<file path="config.mk">
export PLATFORM = sky130hd
export DESIGN_NAME = spi_periph
export DESIGN_NICKNAME = d
export VERILOG_FILES = /design/src/rtl/spi_periph_pkg.sv /design/src/rtl/spi_periph_sync_edge.sv /design/src/rtl/spi_periph.sv
export SDC_FILE = /design/constraint.sdc
export NUM_CORES = 1
export LEC_CHECK = 0
export BUFFER_PORTS_ARGS = -buffer_cell sky130_fd_sc_hd__buf_4
export CELL_PAD_IN_SITES_DETAIL_PLACEMENT = 1
export CELL_PAD_IN_SITES_GLOBAL_PLACEMENT = 1
export CORE_UTILIZATION = 25
export DETAILED_ROUTE_END_ITERATION = 10
export PLACE_DENSITY = 0.5
export SYNTH_ARGS = -nofsm -noshare
export SYNTH_HDL_FRONTEND = slang
export SYNTH_SLANG_ARGS = --single-unit
</file>
<file path="constraint.sdc">
create_clock -name clk -period 4.7 [get_ports clk]
set_input_delay 0.47 -clock clk [delete_from_list [all_inputs] [get_ports clk]]
set_output_delay 0.47 -clock clk [all_outputs]
set_load 0.02 [all_outputs]
</file>
<file path="src/rtl/spi_periph_pkg.sv">
// Shared types and constants for the quad-SPI peripheral: commands, FSM states,
// per-command nibble counts and byte masks.
package pkg_spi_periph;

  localparam int DW_C = 32;
  localparam int MW_C = DW_C / 8;

  typedef enum logic [7:0] {
    CMD_WRITE_BT = 8'h01,
    CMD_WRITE_HW = 8'h02,
    CMD_WRITE_WD = 8'h03,
    CMD_READ_BT  = 8'h11,
    CMD_READ_HW  = 8'h12,
    CMD_READ_WD  = 8'h13
  } cmd_e;

  typedef enum logic [2:0] {
    ST_IDLE, ST_CMD, ST_ADDR, ST_WDATA, ST_TURN, ST_RDATA, ST_DONE
  } state_e;

  localparam logic [3:0] NIB_BT = 4'd2;
  localparam logic [3:0] NIB_HW = 4'd4;
  localparam logic [3:0] NIB_WD = 4'd8;

  function automatic logic is_write(input logic [7:0] c);
    return (c == CMD_WRITE_BT) || (c == CMD_WRITE_HW) || (c == CMD_WRITE_WD);
  endfunction

  function automatic logic is_read(input logic [7:0] c);
    return (c == CMD_READ_BT) || (c == CMD_READ_HW) || (c == CMD_READ_WD);
  endfunction

  // Size is carried in the low two command bits for both reads and writes.
  function automatic logic [3:0] nib_count(input logic [7:0] c);
    case (c[1:0])
      2'd1:    return NIB_BT;
      2'd2:    return NIB_HW;
      default: return NIB_WD;
    endcase
  endfunction

  function automatic logic [MW_C-1:0] mask_for(input logic [7:0] c);
    case (c[1:0])
      2'd1:    return 4'b1000;
      2'd2:    return 4'b1100;
      default: return 4'b1111;
    endcase
  endfunction

endpackage

</file>
<file path="src/rtl/spi_periph_sync_edge.sv">
// Two-flop synchronizer with single-clk rise/fall pulses, used for SCK and CS_N.
module spi_sync_edge (
  input  logic clk,
  input  logic rst,
  input  logic i_d,
  output logic o_rise,
  output logic o_fall
);

  logic r_s1, r_s2, r_s3;

  always_ff @(posedge clk or posedge rst) begin
    if (rst) begin
      r_s1 <= 1'b0;
      r_s2 <= 1'b0;
      r_s3 <= 1'b0;
    end else begin
      r_s1 <= i_d;
      r_s2 <= r_s1;
      r_s3 <= r_s2;
    end
  end

  assign o_rise = r_s2 & ~r_s3;
  assign o_fall = ~r_s2 & r_s3;

endmodule

</file>
<file path="src/rtl/spi_periph.sv">
// Quad-SPI mode-0 peripheral bridging to a register-file port.
// Optional SPI_PERIPH_AUTOINC_EN: back-to-back units at addr+1 within one frame.
module spi_periph
  import pkg_spi_periph::*;
#(
  parameter int AW = 8,
  parameter int DW = 32,
  parameter int MW = 4
) (
  input  logic          clk,
  input  logic          rst,
  input  logic          CS_N,
  input  logic          SCK,
  input  logic [3:0]    COPI,
  output logic [3:0]    CIPO,
  output logic [AW-1:0] addr,
  output logic          we,
  output logic [DW-1:0] wdata,
  output logic [MW-1:0] wmask,
  input  logic [DW-1:0] rdata
);

  logic w_sck_rise, w_sck_fall, w_cs_rise, w_cs_fall;

  spi_sync_edge u_sck (.clk(clk), .rst(rst), .i_d(SCK),  .o_rise(w_sck_rise), .o_fall(w_sck_fall));
  spi_sync_edge u_cs  (.clk(clk), .rst(rst), .i_d(CS_N), .o_rise(w_cs_rise),  .o_fall(w_cs_fall));

  logic [3:0]    r_copi_s1, r_copi_s2;
  state_e        r_state;
  logic [3:0]    r_cnt;
  logic [7:0]    r_cmd;
  logic [DW-5:0] r_sh;
  logic [DW-1:0] r_rsh;
  logic          r_ld_p0, r_ld_p1;
`ifdef SPI_PERIPH_AUTOINC_EN
  logic          r_inc;
`endif

  logic [DW-1:0] w_sh_next, w_rword;
  logic [3:0]    w_n;
  logic          w_last;
  logic [5:0]    w_shamt;

  assign w_sh_next = {r_sh, r_copi_s2};
  assign w_n       = nib_count(r_cmd);
  assign w_last    = (r_cnt == w_n - 4'd1);
  assign w_shamt   = 6'(DW) - {w_n, 2'b00};
  // A refetch landing on the same clk as an SCK fall is forwarded straight out.
  assign w_rword   = r_ld_p1 ? rdata : r_rsh;

  always_ff @(posedge clk or posedge rst) begin
    if (rst) begin
      r_copi_s1 <= '0;
      r_copi_s2 <= '0;
      r_state   <= ST_IDLE;
      r_cnt     <= '0;
      r_cmd     <= '0;
      r_sh      <= '0;
      r_rsh     <= '0;
      r_ld_p0   <= 1'b0;
      r_ld_p1   <= 1'b0;
      CIPO      <= '0;
      addr      <= '0;
      we        <= 1'b0;
      wdata     <= '0;
      wmask     <= '0;
`ifdef SPI_PERIPH_AUTOINC_EN
      r_inc     <= 1'b0;
`endif
    end else begin
      r_copi_s1 <= COPI;
      r_copi_s2 <= r_copi_s1;
      we        <= 1'b0;
      r_ld_p0   <= 1'b0;
      r_ld_p1   <= r_ld_p0;
      if (r_ld_p1) r_rsh <= rdata;

      if (w_cs_rise) begin
        r_state <= ST_IDLE;
        CIPO    <= '0;
      end else begin
        case (r_state)
          ST_IDLE: if (w_cs_fall) begin
            r_state <= ST_CMD;
            r_cnt   <= '0;
          end
          ST_CMD: if (w_sck_rise) begin
            r_sh <= w_sh_next[DW-5:0];
            if (r_cnt == 4'd1) begin
              r_cmd   <= w_sh_next[7:0];
              r_cnt   <= '0;
              r_state <= ST_ADDR;
            end else r_cnt <= r_cnt + 4'd1;
          end
          ST_ADDR: if (w_sck_rise) begin
            r_sh <= w_sh_next[DW-5:0];
            if (r_cnt == 4'd1) begin
              addr  <= w_sh_next[AW-1:0];
              r_cnt <= '0;
`ifdef SPI_PERIPH_AUTOINC_EN
              r_inc <= 1'b0;
`endif
              if (is_write(r_cmd)) r_state <= ST_WDATA;
              else if (is_read(r_cmd)) begin
                r_state <= ST_TURN;
                r_ld_p0 <= 1'b1;
              end else r_state <= ST_DONE;
            end else r_cnt <= r_cnt + 4'd1;
          end
          ST_WDATA: if (w_sck_rise) begin
            r_sh <= w_sh_next[DW-5:0];
            if (w_last) begin
              wdata <= w_sh_next << w_shamt;
              wmask <= MW'(mask_for(r_cmd));
              we    <= 1'b1;
              r_cnt <= '0;
`ifdef SPI_PERIPH_AUTOINC_EN
              if (r_inc) addr <= addr + AW'(1);
              r_inc   <= 1'b1;
`else
              r_state <= ST_DONE;
`endif
            end else r_cnt <= r_cnt + 4'd1;
          end
          ST_TURN: if (w_sck_rise) begin
            if (r_cnt == 4'd1) begin
              r_state <= ST_RDATA;
              r_cnt   <= '0;
            end else r_cnt <= r_cnt + 4'd1;
          end
          ST_RDATA: begin
            if (w_sck_fall) begin
              CIPO  <= w_rword[DW-1 -: 4];
              r_rsh <= w_rword << 4;
            end
            if (w_sck_rise) begin
              if (w_last) begin
                r_cnt <= '0;
`ifdef SPI_PERIPH_AUTOINC_EN
                addr    <= addr + AW'(1);
                r_ld_p0 <= 1'b1;
`else
                r_state <= ST_DONE;
                CIPO    <= '0;
`endif
              end else r_cnt <= r_cnt + 4'd1;
            end
          end
          ST_DONE: CIPO <= '0;
          default: r_state <= ST_IDLE;
        endcase
      end
    end
  end

endmodule

</file>
==> results_dict.tcl <==
set metrics [dict create \
    seq_power_share_pct 40.7 \
    overflow 0 \
    cts_tree "done" \
    finalSetupTns_ns 0 \
    track_usage_pct 12.9 \
    grt_pass1_vias 4658 \
    synthArstFlopShare_pct 100 \
    powerDensity_nw_per_um2 485 \
    switchingPower_uw 1280 \
    initial_core_util_pct 25.7 \
    netlist_top_cells_area "dfrtp_1 (55%), mux2_2 (12%), mux4_2 (10%)" \
    synth_top_cell_area_share_pct 55.4 \
    placed_area_sq_um 7270 \
    yosysMostFrequentCell "dfrtp_1" \
    wl_per_cell_um 17.2 \
    drv_cap 0 \
    p_int_uw 2530 \
    path_class "reg -> reg" \
    irDropWorstVdd_uv 229 \
    synth_edf_count 0 \
    numCtsBuffers 17 \
    status "completed" \
    syn-num-nets 528 \
    cp.required_ns 5.01 \
    area_growth_pct 25.0 \
    drt_first_iter_violations 160 \
    grt_pass1_wl_mm 25.8 \
    drt-total-wl_mm 15.5 \
    hold_viol 0 \
    path_max_fanout 61 \
    fillers 2641 \
    place_hpwl_mm 10.4 \
    grt_max_degree 106 \
    crit_slowest_cell "buf_4" \
    syn_inst 482 \
    cts_buffer_depth 2 \
    coreArea_sq_um 24500 \
    crit_path_end_kind "register" \
    antenna_found_initial 0 \
    die_width_um 160 \
    maxSlewViolCount 0 \
    cp-start-kind "register" \
    clock_latency_ns 0.42 \
    power.total_uw 3810 \
    cp_common_cell "buf_4" \
    clk_pin_slew_ns 0.07 \
    fin_nets 611 \
    hold_path.class "in -> reg" \
    cts-root-buf "clkbuf_16" \
    r2r_setup_slack_ns 2.14 \
    cts_setup_buffers 0 \
    syn_avg_cell_area_sq_um 13.0 \
    relSlewSlack_pct 27.1 \
    diodes 0 \
    synth_common_cells "dfrtp_1 (139), mux2_2 (69), nand2_1 (49), o21ai_0 (30), mux4_2 (28)" \
    synth_warnings 0 \
    routabilityCongestion 0.774 \
    synth-main-ff-cell "dfrtp_1" \
    synth_top_cell_by_area "dfrtp_1" \
    skew_ns 0.0128 \
    setup_viol 0 \
    io_pins 89 \
    synthDistinctLibCells 42 \
    first_pass_iters 4 \
    cts_resized 0 \
    max_freq_ghz 0.390 \
    period_share_pct 54.5 \
    worstMarginPinSlew_ns 1.09 \
    die_h_um 160 \
    avgViaCountPerCell 4.57 \
    rows 57 \
    yosysSeqAreaShare_pct 55.4 \
    drive_gt1_share_pct 39.6 \
    htreeDepth 4 \
    post-route-drc-count 0 \
    cpPeakStageDelay_ns 0.48 \
    fin_util_pct 32.1 \
    fp.dieArea_sq_um 25700 \
    p_leak_uw 0.00358 \
    power_frac_clock_pct 35.0 \
    rsz0062_at_grt "no" \
    period_needed_ns 2.56 \
    crit_arrival_ns 2.87 \
    numPortBuffers 88 \
    numClockSinks 139 \
    ant_nets 0 \
    ys_ff_latch 139 \
    comb_power_share_pct 24.4 \
    crit_chain "inv_1, ha_1, buf_4, xor2_1, nor2_1, nand4_1, buf_4, mux2_2" \
    synth_area_sq_um 6280 \
    power_switching_share_pct 33.5 \
    cts_hold_buf 0 \
    route.vias.total 4119 \
    fin_area_sq_um 7850 \
]
==> layout make-up <==
cell class | instances | area (sq um) | share of cell area, %
repair buffers | 94 | 706 | 8.99
inverters | 8 | 35.0 | 0.446
multi-input cells | 305 | 2640 | 33.7
flip-flops and latches | 139 | 3480 | 44.3
clock inverters | 14 | 151 | 1.93
well taps | 324 | 405 | 5.16
clock buffers | 18 | 429 | 5.47
==> path summary, 6_finish.rpt <==
path | endpoint | cells after the start | startpoint
max in group asynchronous | r_sh[21]$_DFFE_PP0P_ | 3 | rst
min reg2reg | r_ld_p1$_DFF_PP0_ | 0 | r_ld_p0$_DFF_PP0_
min in group asynchronous | r_rsh[2]$_DFF_PP0_ | 2 | rst
max reg2reg | wdata[27]$_DFFE_PP0P_ | 8 | r_cmd[0]$_DFFE_PP0P_
min | r_copi_s1[1]$_DFF_PP0_ | 1 | COPI[1]
max | wdata[27]$_DFFE_PP0P_ | 8 | r_cmd[0]$_DFFE_PP0P_
==> critical path, delay by kind of cell, from the launching register on <==
| kind | cells | cell delay [ns] |
|---|---|---|
| flops | 1 | 0.41 |
| xor+xnor | 1 | 0.23 |
| mux | 1 | 0.40 |
| fa+ha+maj | 1 | 0.28 |
| buf+inv | 3 | 0.92 |
| simple gates | 2 | 0.17 |
==> flip-flops by register name, indices dropped and copies added (netlist names), 3 cells and up <==
signal and cells:
CIPO 4, addr 8, r_cmd 8, r_cnt 4, r_copi_s1 4, r_copi_s2 4, r_rsh 32, r_sh 28
r_state 3, wdata 32, wmask 3
==> power by group through the flow <==
stage	logic [uW]	clock network [uW]	registers (uW)
4_1_cts	951	1380	1550
2_1_floorplan	677	0	1510
3_3_place_gp	919	0	1560
6_report	927	1330	1550
5_1_grt	1030	1430	1580
3_5_place_dp	944	0	1570
==> placed cells by master (no fill, tap or decap), types with 2 or more instances in the layout <==
cell type / instances
a211oi_1: 5
inv_8: 5
o31ai_1: 3
mux2i_1: 17
buf_4: 94
inv_6: 4
nand3_1: 4
nor2b_1: 6
mux4_2: 28
clkinvlp_4: 4
nor4b_1: 2
nor2_1: 24
mux2_2: 69
and2_1: 2
nand2b_1: 6
a22oi_1: 3
inv_1: 7
ha_1: 6
clkbuf_16: 17
or3_1: 2
nor3b_1: 8
nor3_1: 6
o21ai_0: 30
a21oi_1: 16
dfrtp_1: 138
nand2_1: 49
==> cell families after synthesis <==
logic type | after synthesis | synth area share [%]
compound gates | 67 | 6.38
buf+inv | 38 | 2.67
xor+xnor | 2 | 0.399
mux | 114 | 25.1
simple gates | 116 | 8.81
flops | 139 | 55.4
fa+ha+maj | 6 | 1.20
==> layer usage <==
layer | global-route usage [%] | wire length [um] | share of wire [%]
met5 | 0 | 0 | 0
met1 | 17.1 | 7440 | 48
met4 | 3.51 | 163 | 1.0
met3 | 3.20 | 583 | 3.8
met2 | 20.8 | 7350 | 47
==> metrics by stage <==
stage               std cells  setup WS [ns]  hold WS, ns
floorplan                 482          0.505        0.331
global placement          870           2.21        0.335
detailed placement        870           2.11        0.340
CTS                       902           2.09        0.127
global route              902           1.91        0.124
finish                    902           2.14        0.147
(Power assumes the default switching activity.)
